### src/rtl/loopback_pkg.sv
// rtl/loopback_pkg.sv - shared types and constants for the RX loopback pattern checker
package loopback_pkg;

  localparam int BYTE_W = 8;
  localparam logic [BYTE_W-1:0] PATTERN_STEP = 8'd1;

  typedef enum logic {
    ST_HUNT   = 1'b0,
    ST_LOCKED = 1'b1
  } state_t;

endpackage

### src/rtl/bit_aligner.sv
// rtl/bit_aligner.sv - rotates the raw RX byte stream by a selectable bit offset
module bit_aligner
  import loopback_pkg::*;
(
  input  logic              clk,
  input  logic              rst_n,
  input  logic [BYTE_W-1:0] data_in,
  input  logic              data_valid,
  input  logic [2:0]        bit_offset,
  input  logic              offset_chg,
  output logic [BYTE_W-1:0] aligned_data,
  output logic              aligned_valid
);

  logic [BYTE_W-1:0]   prev;
  logic [2*BYTE_W-1:0] window;

  assign window = {data_in, prev};

  // A byte captured while the offset is being changed would use the stale rotation, so it is dropped.
  always_ff @(posedge clk or negedge rst_n) begin
    if (!rst_n) begin
      prev          <= '0;
      aligned_data  <= '0;
      aligned_valid <= 1'b0;
    end else begin
      aligned_valid <= data_valid && !offset_chg;
      if (data_valid) begin
        prev <= data_in;
        if (!offset_chg) begin
          aligned_data <= window[bit_offset +: BYTE_W];
        end
      end
    end
  end

endmodule

### config.mk
export PLATFORM = sky130hd
export DESIGN_NAME = bit_aligner
export DESIGN_NICKNAME = d
export VERILOG_FILES = /design/src/rtl/loopback_pkg.sv /design/src/rtl/bit_aligner.sv
export SDC_FILE = /design/constraint.sdc
export NUM_CORES = 1
export LEC_CHECK = 0
export ABC_AREA = 1
export CORE_ASPECT_RATIO = 0.7
export CORE_UTILIZATION = 46
export CTS_BUF_LIST = sky130_fd_sc_hd__clkbuf_4
export DETAILED_ROUTE_END_ITERATION = 10
export GPL_TIMING_DRIVEN = 0
export PLACE_DENSITY = 0.9
export SYNTH_ARGS = -nofsm -noshare
export SYNTH_HDL_FRONTEND = slang
export SYNTH_SLANG_ARGS = --single-unit
### constraint.sdc
create_clock -name clk -period 0.8 [get_ports clk]
set_input_delay 0.16 -clock clk [delete_from_list [all_inputs] [get_ports clk]]
set_output_delay 0.16 -clock clk [all_outputs]
set_load 0.03 [all_outputs]
**Word level (Yosys, flattened, before mapping)**

Cells that the tools add are included.

- Shift-type cells: 1
- Bitwise logic cells: 1
- Reductions and logical operators: 3

Operators by type and width:

| operator | number |
|---|---|
| $shiftx 16x4->8 | 1 |
| $reduce_and 2->1 | 1 |
| $logic_and 1x1->1 | 1 |
| $logic_not 1->1 | 1 |
| $not 1->1 | 1 |

- Register bits after elaboration: 17
- Input bits: 15
- Output and inout bits: 9
- Logic and storage cells: 8

**Depth between registers and ports, before layout**

Gate-level depths: netlist (run 1).

- Word-level depth: 2
- Depth in mapped cells: 8

**Worst setup path after synthesis (run 1)**

OpenSTA, ideal clock, no wires.

- Path type: input -> register
- Start point: input port bit_offset[2]
- End point: register aligned_data[0]
- Library setup time: 0.117 ns
- Arrival: 0.779 ns
- Setup slack: -0.095 ns
- Stages: 6
- Cell sequence: clkbuf_1 > inv_1 > nand3_1 > nand2_1 > nand2_1 > nand2_1

- Word-level cells in the longest chain between the ends: 1

RTL lines:

| what | RTL line | RTL |
|---|---|---|
| start, declared | bit_aligner.sv:9 | `input logic [2:0] bit_offset,` |
| $shiftx 16x4->8 | bit_aligner.sv:31 | `aligned_data <= window[bit_offset +: BYTE_W];` |
| end signal, assigned | bit_aligner.sv:31 |  |
| end, declared | bit_aligner.sv:11 | `output logic [BYTE_W-1:0] aligned_data,` |

No other way between the ends.
A chain may end at the register's enable or synchronous reset.

**Final worst setup path (run 1)**

- Start point: register prev[7]
- End point: register aligned_data[1]

- Word-level cells in the longest chain between the ends: 1

RTL lines:

| what | RTL line | RTL |
|---|---|---|
| start, declared | bit_aligner.sv:15 | `logic [BYTE_W-1:0] prev;` |
| start signal, assigned | bit_aligner.sv:29 | `prev <= data_in;` |
| $shiftx 16x4->8 | bit_aligner.sv:31 |  |

No other way between the ends.

==> results.yml, run 1 <==
critical_path:
  cp.required_ns: 1.02
  cp_top_family: "simple AND/OR/NAND/NOR gates"
  worst-path-buf-inv: 0
  critPathLaunchType: "register"
  slowest_delay_ns: 0.44
  arrival_ns: 1.27
  crit_start: "prev[7]"
  end_kind: "register"
  crit_type: "register to register"
  rr_startpoint: "prev[7]"
  crit_path_end: "aligned_data[1]"
  rr_worst_depth: 6
  worst-path-stages: 6
  path_cells: "nand2_2, nand3_2, nand3_2, nand2_1, nand2_1, nand2_1"
  reg2reg_to: "aligned_data[1]"
  critPathMaxFanout: 3
  r2r_slack_ns: -0.25
  crit_path_top_delay_cell: "dfrtp_1"
  cp_common_cell: "nand2_1"
outcome:
  violations: "setup timing"
  status: "complete, but fails checks"
yosys:
  yosysWarnings: 0
  syn_nets: 168
  synth_seq_area_share: 0.420
  ys_ff_latch: 17
  ys_types: 11
  avgSynthCellArea_um2: 6.62
  synth_area_mm2: 0.00101
  syn-instance-count: 153
route:
  vias_per_cell: 5.56
  ant_nets: 0
  post_drt_wl_per_cell_um: 14.8
  drt_pass1_iterations: 5
  drt_iter0_drc: 76
  remaining_drc_errors: 0
  finalWirelength_mm: 3.19
  dr_total_vias: 1202
grt:
  gr-usage-met3: 0.0883
  grtUsageMet1: 0.323
  grt_max_degree: 18
  gr-usage-met2: 0.414
  top_usage_layer: "met2"
  antenna_found_initial: 0
  grt-ovfl-total: 0
  grt_pass1_wl_mm: 4.40
  grt_pass1_vias: 964
  track_usage: 0.262
layout:
  final_common_cell: "nand2_1"
  n_fill_cell: 122
  n_antenna_cell: 0
  layout_common_cells: "nand2_1 (72), nand3_1 (19), nand3_2 (19), dfrtp_1 (17)"
  syn2layout_area_growth_pct: 50.4
  stdcell_count: 216
  fin_util: 0.774
  regArea_um2: 425
  final_nets: 202
  drive_gt1_frac: 0.355
  multi_input_area_um2: 677
  fin_area_mm2: 0.00152
power:
  ir_drop_uv: 1090
  leakage_nw: 0.796
  p_total_mw: 2.52
  power.density_mw_per_mm2: 1650
timing:
  drv_slew: 0
  hold_viol: 0
  finalSetupViolations: 17
  finalSetupTns_ns: -3.54
  worst_clock_skew_ns: 0.00641
  finalWorstSetupSlack_ns: -0.250
  fin_crit_sh: 1.31
  slew_headroom: 0.488
  rsz0062_at_grt: "yes"
  max_freq_mhz: 953
  worst_slew_pin_slew_ns: 0.769
  layout_min_cycle_time_ns: 1.05
  whs_ns: 0.0193
clocking:
  cts_buffer_depth: 2
  cts_sinks: 17
  clk_pin_slew_worst_paths_ns: 0.11
  insertion_delay_ns: 0.31
  htreeDepth: 1
  ctsHoldBuffers: 0
  clockRootBuffer: "clkbuf_4"
  cts_tree: "built"
  cts_buffers: 3
placement:
  hpwl_mm: 2.03
  dp.cells: 204
  dp_slack_ns: -0.742
  numPortBuffers: 21
  place_area_mm2: 0.00128
  gp_congestion: 0.877
floorplan:
  initial_core_util: 0.515
  ioPinCount: 24
  die_x_um: 58.1
  rows: 13
  die_area_mm2: 0.00240
  core_area_mm2: 0.00197
  die_height_um: 41.3
hold_path:
  hold_path.class: "input pin to asynchronous set/reset pin"
flow_run:
  maxCapViolCount: 0
==> flip-flops by register name, indices dropped and copies added, names as in the netlist <==
signal and count:
aligned_data 8, aligned_valid 1, prev 8
==> per-layer routing <==
metal | vias to the layer above | wire (µm)
met1 | 559 | 1390
met4 | 0 | 127
met5 | - | 0
met2 | 66 | 1430
li1 | 558 | -
met3 | 19 | 234
==> cell type report <==
cell class,count,area share
buffer,6,0.0353
clock buffer,4,0.0197
inverter,5,0.0140
multi-input combinational,125,0.444
sequential,17,0.279
tap,30,0.0246
timing repair buffer,29,0.183
==> where the power goes <==
part,internal [mW],switching [mW],total [mW]
registers,0.961,0.0873,1.05
logic,0.405,0.529,0.934
clock network,0.229,0.310,0.539
==> logic make-up (layout without fill, tap and decap cells) <==
logic type    after synthesis  after routing  share of synthesized area
buf+inv                    11             44                     0.0556
flops                      17             17                      0.420
simple gates              125            125                      0.525
==> cells in the mapped netlist <==
master,number,area [µm²]
nand2_2,2,12.5
buf_2,3,15.0
inv_1,2,7.51
dfrtp_1,17,425
nand2_1,82,308
nor2_4,1,11.3
nand3_1,40,200
buf_6,1,11.3
buf_4,1,7.51
inv_2,3,11.3
clkbuf_1,1,3.75
==> how the worst min path moves through the flow <==
stage                            to       start
floorplan           aligned_data[0]       rst_n
global placement            prev[5]  data_valid
detailed placement          prev[0]  data_valid
CTS                         prev[1]       rst_n
global route                prev[2]       rst_n
finish                      prev[2]       rst_n
==> repair_timing <==
action,in CTS,in global routing
resized for setup,88,17
hold endpoints to repair,0,0
pin swaps,11,21
setup endpoints to repair,34,17
setup buffers,4,4
Power figures use the tool's default switching activity.
==> run 2: changes to the inputs <==
--- a/config.mk
+++ b/config.mk
@@ -5,9 +5,8 @@
 export SDC_FILE = /design/constraint.sdc
 export NUM_CORES = 1
 export LEC_CHECK = 0
-export ABC_AREA = 1
 export CORE_ASPECT_RATIO = 0.7
-export CORE_UTILIZATION = 46
+export CORE_UTILIZATION = 47
 export CTS_BUF_LIST = sky130_fd_sc_hd__clkbuf_4
 export DETAILED_ROUTE_END_ITERATION = 10
 export GPL_TIMING_DRIVEN = 0
==> run 2 against run 1 <==
Against the previous run: the run still ends with setup timing left; global-route usage down 2.6 points; synthesized cell count down 41%; final area up 1.3%; total power up 3.7%; die area up 4.2%; final cell count down 25%; count of clock-buffer cells in the layout unchanged; flip-flop and latch count unchanged; synthesized area up 6.7%; maximum frequency down 21%; largest power group unchanged; highest routed layer unchanged.
==> results.yml, run 2 <==
layout:
  fin_util: 0.717
  syn2layout_area_growth_pct: 42.8
  n_antenna_cell: 0
  layout_common_cells: "buf_4 (17), dfrtp_1 (15), buf_6 (13), mux2i_1 (10), mux2_2 (9)"
  final_common_cell: "buf_4"
  reg_top3: "aligned_data x8, prev x8, aligned_valid x1"
  final_nets: 146
  drive_gt1_frac: 0.469
  fin_area_mm2: 0.00154
  n_fill_cell: 166
route:
  vias_per_cell: 5.63
  ant_nets: 0
  drt_pass1_iterations: 4
  post_drt_wl_per_cell_um: 16.9
  finalWirelength_mm: 2.75
  drt_iter0_drc: 28
  remaining_drc_errors: 0
  dr_total_vias: 912
power:
  clkPwrFrac: 0.188
  p_seq_frac: 0.409
  p_total_mw: 2.62
  intPower_mw: 1.79
  combPwrFrac: 0.403
  sw_frac_of_total: 0.316
  ir_drop_uv: 1010
  power.density_mw_per_mm2: 1690
  switching_power_mw: 0.826
  leakage_nw: 0.698
floorplan:
  rows: 14
  ioPinCount: 24
  initial_core_util: 0.502
  die_height_um: 42.1
  die_x_um: 59.3
  core_area_mm2: 0.00215
  die_area_mm2: 0.00250
yosys:
  syn_nets: 105
  syn-instance-count: 90
  synth_area_leaders: "dfrtp_1 (39%), mux2_2 (10%), mux4_2 (10%)"
  yosysMostFrequentCell: "dfrtp_1"
  yosys.area_share.simple: 0.0926
  avgSynthCellArea_um2: 12.0
  synth_seq_area_share: 0.394
  ys_ff_latch: 17
  synth_area_mm2: 0.00108
  synth_edf_count: 0
  synth_compound_area_frac: 0.127
  synthArstFlopShare: 1.00
  synthTopCellsByCount: "dfrtp_1 (17), mux2_2 (10), mux2i_1 (10)"
  synth_top_area_frac: 0.394
  yosysTopAreaCell: "dfrtp_1"
  synth_xor_area_frac: 0
  synthMuxAreaShare: 0.332
  synthAdderAreaFrac: 0
  ys.flop_type: "dfrtp_1"
  ys_types: 23
  synth_top_family_by_area: "multiplexers"
  yosysWarnings: 0
clocking:
  clockRootBuffer: "clkbuf_4"
  cts_buffer_depth: 2
  cts_sinks: 17
  htreeDepth: 1
  cts_buffers: 3
  cts_tree: "built"
  insertion_delay_ns: 0.29
  clk_pin_slew_worst_paths_ns: 0.10
critical_path:
  rr_worst_depth: 3
  path_cells: "mux4_2, nor2b_4, o22a_1"
  worst-path-buf-inv: 0
  critPathLaunchType: "register"
  rr_startpoint: "prev[7]"
  crit_path_top_delay_cell: "mux4_2"
  reg2reg_to: "aligned_data[4]"
  critPathMaxFanout: 7
  crit_type: "register to register"
  end_kind: "register"
  cp_top_family: "multiplexers"
  arrival_ns: 1.52
  r2r_slack_ns: -0.53
  cp.required_ns: 0.99
  slowest_delay_ns: 0.50
timing:
  finalSetupViolations: 20
  layout_min_cycle_time_ns: 1.33
  worst_clock_skew_ns: 0.00876
  finalSetupTns_ns: -5.43
  finalWorstSetupSlack_ns: -0.530
  worst_slew_pin_slew_ns: 0.755
  rsz0062_at_grt: "yes"
  hold_viol: 0
  max_freq_mhz: 752
  drv_slew: 0
  fin_crit_sh: 1.66
  slew_headroom: 0.497
grt:
  grt_max_degree: 18
  grt_pass1_vias: 901
  grt_pass1_wl_mm: 4.26
  track_usage: 0.236
  grt-ovfl-total: 0
  antenna_found_initial: 0
placement:
  numPortBuffers: 20
  hpwl_mm: 1.89
  gp_congestion: 0.889
  place_area_mm2: 0.00134
  dp_slack_ns: -0.828
outcome:
  violations: "setup timing"
  status: "complete, but fails checks"
hold_path:
  hold_path.class: "input pin to asynchronous set/reset pin"
flow_run:
  maxCapViolCount: 0
==> run 2: timing repair <==
item,4_1_cts,5_1_grt
hold buffers,0,0
gates resized for setup,67,12
setup endpoints to repair,39,25
pin swaps,2,2
buffers inserted,8,8
==> run 2: final cells by class <==
cell class              instances  area (µm²)  share of cell area
flip-flops and latches         17         428               0.277
inverters                       1        8.76             0.00567
clock buffers                   4        30.0              0.0194
multi-input cells              65         632               0.409
plain buffers                   7        68.8              0.0446
well taps                      32        40.0              0.0259
repair buffers                 36         337               0.218
==> run 2: worst max-delay path by stage <==
stage,depth (start not counted),to,slack [ns],from
detailed placement,4,aligned_data[5],-0.83,data_in[0]
floorplan,3,aligned_data[4],-0.44,prev[7]
finish,3,aligned_data[4],-0.53,prev[7]
global placement,4,aligned_data[5],-0.79,data_in[0]
CTS,3,aligned_data[4],-0.54,prev[7]
global route,3,aligned_data[4],-0.57,prev[7]
==> run 2: routing by layer <==
layer,global-route usage,share of wire,wire length (µm),vias up
met5,0,0,0,-
met3,0.0494,0.051,140,6
met2,0.404,0.51,1400,30
met1,0.303,0.42,1160,456
li1,-,-,-,420
met4,0.0571,0.017,46,0
==> run 2: power by group through the flow <==
stage | sequential, mW | clock (mW) | combinational [mW]
final | 1.07 | 0.491 | 1.06
after global routing | 1.08 | 0.542 | 1.12
after CTS | 1.06 | 0.502 | 0.944
after detailed placement | 1.07 | 0 | 0.831
after global placement | 1.06 | 0 | 0.807
after floorplan | 1.20 | 0 | 0.382
==> run 2: metrics by stage <==
stage | std cells | hold WS [ns]
6_report | 162 | 0.0332
2_1_floorplan | 90 | -0.136
3_5_place_dp | 142 | 0.473
5_1_grt | 162 | 0.106
3_3_place_gp | 142 | 0.466
4_1_cts | 154 | 0.0587
==> run 2: logic make-up (layout without fill, tap and decap cells) <==
logic type,after synthesis,in the layout
compound gates,18,18
buf+inv,8,48
flops,17,17
mux,28,28
simple gates,19,19
==> run 3: changes to the inputs <==
--- a/config.mk
+++ b/config.mk
@@ -10,6 +10,7 @@
 export CTS_BUF_LIST = sky130_fd_sc_hd__clkbuf_4
 export DETAILED_ROUTE_END_ITERATION = 10
 export GPL_TIMING_DRIVEN = 0
+export HOLD_SLACK_MARGIN = 0.06
 export PLACE_DENSITY = 0.9
 export SYNTH_ARGS = -nofsm -noshare
 export SYNTH_HDL_FRONTEND = slang
==> results of run 3 <==
No change in the layout: final DEF, timing and power equal those of run 2.
==> patch 1, RTL diff (config.mk and constraints of run 1) <==
Make the reset (`rst_n`) synchronous in one clocked block.
--- a/src/rtl/bit_aligner.sv
+++ b/src/rtl/bit_aligner.sv
@@ -18,7 +18,7 @@
   assign window = {data_in, prev};
 
   // A byte captured while the offset is being changed would use the stale rotation, so it is dropped.
-  always_ff @(posedge clk or negedge rst_n) begin
+  always_ff @(posedge clk) begin
     if (!rst_n) begin
       prev          <= '0;
       aligned_data  <= '0;
Function: differs if rst_n is asserted again (counterexample within 4 cycles, from zero or initial values and one cycle with rst_n low); with rst_n held inactive, the same outputs for 10 cycles.
==> patch 1 against run 1 <==
The flow still finishes with violations (setup timing). Sequential cell count stayed put. Total power is 12% lower. Area after synthesis is 1.5% lower. First-iteration DRC count is 3.9% higher. Synthesized cell count is 5.9% higher. Routed wire length is 19% higher. Via count is 7.2% higher. Cell area is 3.8% higher. Worst setup slack better by 0.088 ns.
==> patch 1: results (changes against run 1) <==
The run finished, with violations left. The final reports fail on setup timing. The sequential element share of the synthesized area is 34.1% (-7.9 points).

By count the netlist is led by 48 x nand3_1, 36 x nand2_1, 32 x nor2_1, 17 x dfxtp_1, 10 x inv_1. The final setup violation count came out at 17 (unchanged). For this run, the leading register cell type out of synthesis is dfxtp_1.

The largest clock skew in the final design was 0.00575 ns (-0.000653 ns). The final routed wire length divided by cell count is 17.9 um (+21%). The setup total negative slack was -2.09 ns (+1.45 ns). The number of global-route vias before repair is 1160 (+20%). The adder-cell share of the synthesized area came out at 0% (unchanged). The maximum buffer depth of the clock tree is 2 (unchanged). The net count of the mapped netlist came to 177 (+5.4%). The maximum ir drop on the vdd rail came out at 925 uV (-15%). The layout filler cell count came out at 125 (+2.5%). The highest-delay cell along the critical path is dfxtp_2.

The number of DRC markers after the initial detailed-route iteration came out at 79 (+3.9%). The number of diodes is 0 (unchanged). The synthesized area per cell was 6.16 um2 (-7.0%). The setup fix buffers added after clock tree synthesis is 1 (-3). The total leakage power came out at 0.000774 uW (-2.8%). The post-detailed-placement half-perimeter wirelength came out at 2040 um (+0.41%). The cell depth of the worst hold path came out at 3. The via density per instance is 6.11 (+9.8%). Ranked by total cell area, the synthesized netlist is headed by dfxtp_1 34%, nand3_1 24%, nand2_1 14%, nor2_1 12%, o21ai_0 4.0%. The total routing usage reported by global routing is 33.2% (+7.0 points).

The share of synthesized flip-flops with an asynchronous set or reset came out at 0% (-100 points). The number of optimization iterations in the first detailed-route pass is 5 (unchanged). The pin count of the biggest net entering global routing is 11 (-7). The share of cells above drive strength 1 is 46.0% (+11 points). The tightest slew margin relative to the limit is 71.5% (+23 points).

The endpoint identified for the worst register-to-register timing path is aligned_data[0]. The area fraction in compound gates after synthesis came out at 4.01% (+4.0 points). The delay of the slowest critical-path stage is 0.36 ns (-0.08 ns). The number of placed instances, taps included is 206 (+0.98%). The total of buffers placed on input and output ports is 22 (+4.8%). The H-tree level count is 1 (unchanged). The internal cell power is 1420 uW (-11%). The type of the tightest min-delay check is in2reg.

The category of cells accounting for the largest share of critical-path delay is flip-flops. The placer congestion estimate came out at 0.879 (+0.30%). The initial antenna violation count came to 0 (unchanged). The largest registers in the layout are aligned_data x8, prev x8, aligned_valid x1. The clock edge transition at the registers on the reported setup and hold paths was 0.11 ns (about the same). The via total after detailed routing came out at 1289 (+7.2%). The final setup slack of the worst path is -0.162 ns (+0.0877 ns).

The number of buffers created by CTS is 3 (unchanged). The setup slack on the worst flop-to-flop path came out at -0.13 ns (+0.12 ns). The worst hold slack across all endpoints is 0.254 ns (+0.235 ns). The launch point of the worst reg-to-reg path is prev[3]. The count of cells resized by post-cts repair came out at 145 (+65%). The startpoint identified for the worst hold timing path is data_valid. The post-synthesis share of cell area spent on xor and xnor gates came to 0% (unchanged). The first-pass GRT wire length is 5480 um (+24%). The depth of the worst register-to-register path came to 6 (unchanged). The distinct cell type count after synthesis is 17 (+6). The signal arrival time at the worst endpoint came out at 0.80 ns (-0.47 ns). The largest fanout of any net on the critical path came out at 2 (-1).
[patch 1: final cells by class]
| type | count | area (um2) | area share, % |
|---|---|---|---|
| Tap cell | 22 | 27.5 | 1.74 |
| Buffer | 6 | 65.1 | 4.11 |
| Inverter | 13 | 57.6 | 3.64 |
| Sequential cell | 17 | 365 | 23.1 |
| Multi-Input combinational cell | 126 | 818 | 51.7 |
| Timing Repair Buffer | 23 | 218 | 13.8 |
| Clock buffer | 4 | 30.0 | 1.90 |
[patch 1: how the worst max path moves through the flow]
stage | cells past startpoint | slack (ns) | end | from
6_report | 1 | -0.16 | aligned_data[5] | aligned_data[5]
5_1_grt | 1 | -0.18 | aligned_data[2] | aligned_data[2]
4_1_cts | 1 | -0.16 | aligned_data[5] | aligned_data[5]
3_5_place_dp | 8 | -0.77 | aligned_data[0] | data_valid
3_3_place_gp | 7 | -0.75 | aligned_data[7] | data_valid
2_1_floorplan | 4 | 0.01 | aligned_data[0] | aligned_data[0]
[patch 1: per-stage QoR]
step	worst slack [ns]	cell area [um2]	utilization, %	total power [uW]
after floorplan	0.0135	1000	-	1290
after global placement	-0.751	1250	64.1	1490
after detailed placement	-0.766	1250	64.1	1510
after CTS	-0.157	1510	77.4	2140
after global routing	-0.176	1580	81.0	2310
final	-0.162	1580	81.0	2230
[patch 1: metal layers]
metal  routed length [um]  GRT usage (%)  vias to the layer above
met5                    0              0                        -
met2                 1820           59.6                       93
li1                     -              -                      587
met1                 1430           36.7                      587
met4                  155           22.6                        0
met3                  381           8.83                       22
[patch 1: power by group through the flow]
stage	Sequential [uW]	Clock (uW)	Combinational, uW
after floorplan	1010	0	284
after global placement	956	0	538
after detailed placement	958	0	547
after CTS	963	536	640
after global routing	977	558	779
final	971	531	726
==> patch 2, RTL diff (flow settings as in run 1) <==
Made on the original files. The package constant `BYTE_W` goes from 8 to 7.
--- a/src/rtl/loopback_pkg.sv
+++ b/src/rtl/loopback_pkg.sv
@@ -1,7 +1,7 @@
 // rtl/loopback_pkg.sv - shared types and constants for the RX loopback pattern checker
 package loopback_pkg;
 
-  localparam int BYTE_W = 8;
+  localparam int BYTE_W = 7;
   localparam logic [BYTE_W-1:0] PATTERN_STEP = 8'd1;
 
   typedef enum logic {
Ports: changed (resized aligned_data and data_in); port bits go from 24 to 22. The function was not compared with the original's and may differ.
==> patch 2 against run 1 <==
The flow finishes with violations (hold timing, setup timing). Synthesized cell count decreased by 9.8%. Critical path depth decreased by 5. Cell area shrank 9.9%. Total power decreased by 11%. Area after synthesis fell by 6.0%. Utilization shrank 5.3 points. Worst setup slack gained 0.055 ns. Sequential cell count down 2. Clock power is 11% lower. Routed wire length decreased by 24%. Largest cell class unchanged.
==> patch 2: results (changes against run 1) <==
The run finished, with violations left. The final reports fail on hold timing, setup timing. The number of instances in the synthesized netlist is 138 (-9.8%). The final instance count without filler cells is 195 (-9.7%).

The worst hold slack across all endpoints is -0.126 ns (-0.145 ns). The sequential element share of the synthesized area is 39.4% (-2.6 points). The largest registers in the layout are aligned_data x7, prev x7, aligned_valid x1.

The hold violation count in the final report is 15 (+15). The total leakage power came to 0.000749 uW (-5.9%). The total of buffers placed on input and output ports came out at 19 (-9.5%). The internal cell power was 1480 uW (-6.9%). The multi-input logic area is 566 um2 (-16%). The first-pass GRT wire length is 4000 um (-9.2%). The placer congestion estimate is 0.925 (+5.5%). The clock edge transition at the registers on the reported setup and hold paths came out at 0.09 ns (-0.02 ns). The total routing usage reported by global routing is 24.3% (-1.9 points). The number of global-route vias before repair is 909 (-5.7%). The final setup violation count came out at 15 (-2).

The pin count of the biggest net entering global routing came out at 16 (-2). The post-detailed-placement half-perimeter wirelength is 1680 um (-17%). The signal arrival time at the worst endpoint is 0.83 ns (-0.44 ns). The number of DRC markers after the initial detailed-route iteration was 42 (-45%). The clock network latency to the later pin of the worst-skew pair came out at 0.29 ns (-0.02 ns). The final setup slack of the worst path came to -0.194 ns (+0.0554 ns). In the post-synthesis netlist, the biggest area contributors are dfrtp_1 39%, nand2_1 27%, nand3_1 18%, nand2_2 3.9%, buf_4 3.2%. The setup total negative slack is -2.57 ns (+0.972 ns).

The slew of the pin with the lowest slew margin is 0.667 ns (-0.101 ns). The number of optimization iterations in the first detailed-route pass came to 4 (-1). The delay of the slowest critical-path stage is 0.40 ns (-0.04 ns). The share of cells above drive strength 1 is 32.4% (-3.1 points).
[patch 2: cell count changes after synthesis, sizes merged]
| cell | delta |
|---|---|
| nand3 | -4 |
| nand2 | -9 |
| buf | +1 |
| clkbuf | -1 |
| dfrtp | -2 |
[patch 2: logic make-up (layout without fill, tap and decap cells)]
kind of cell | Yosys count | after routing
buffers and inverters | 11 | 46
AND/OR/NAND/NOR | 112 | 112
flip-flops | 15 | 15
[patch 2: final timing paths]
check	startpoint	to	slack (ns)	cells after the start
hold reg to reg	prev[0]	prev[0]	0.49	2
max in group asynchronous	rst_n	aligned_data[0]	0.49	1
setup / recovery	aligned_data[1]	aligned_data[1]	-0.19	1
hold / removal	rst_n	prev[6]	-0.13	1
min in group clk	data_valid	prev[3]	0.10	3
setup reg to reg	prev[1]	aligned_data[1]	-0.19	6
[patch 2: routing by layer]
layer	vias up	GRT usage, %	part of all wire [%]
met5	-	0	0
met4	0	6.71	1.5
met3	6	6.77	6.7
met2	44	45.2	49
met1	475	28.9	43
li1	513	-	-
[patch 2: repair_timing]
action	in CTS	in global routing
setup endpoints to repair	15	30
pin swaps	10	2
resized for setup	70	7
endpoints found under the hold margin	0	15
setup buffers	7	5
[patch 2: worst reg2reg max path, delay by kind of cell (launching register included)]
family           cells  cell delay, ns
flip-flops           1            0.41
AND/OR/NAND/NOR      6            0.47
[patch 2: area by class of cell]
cell class	instances	share of cell area, %
Tap cell	22	2.01
Multi-Input combinational cell	112	41.2
Buffer	6	4.65
Inverter	5	1.55
Clock buffer	4	2.19
Sequential cell	15	27.3
Timing Repair Buffer	31	21.1
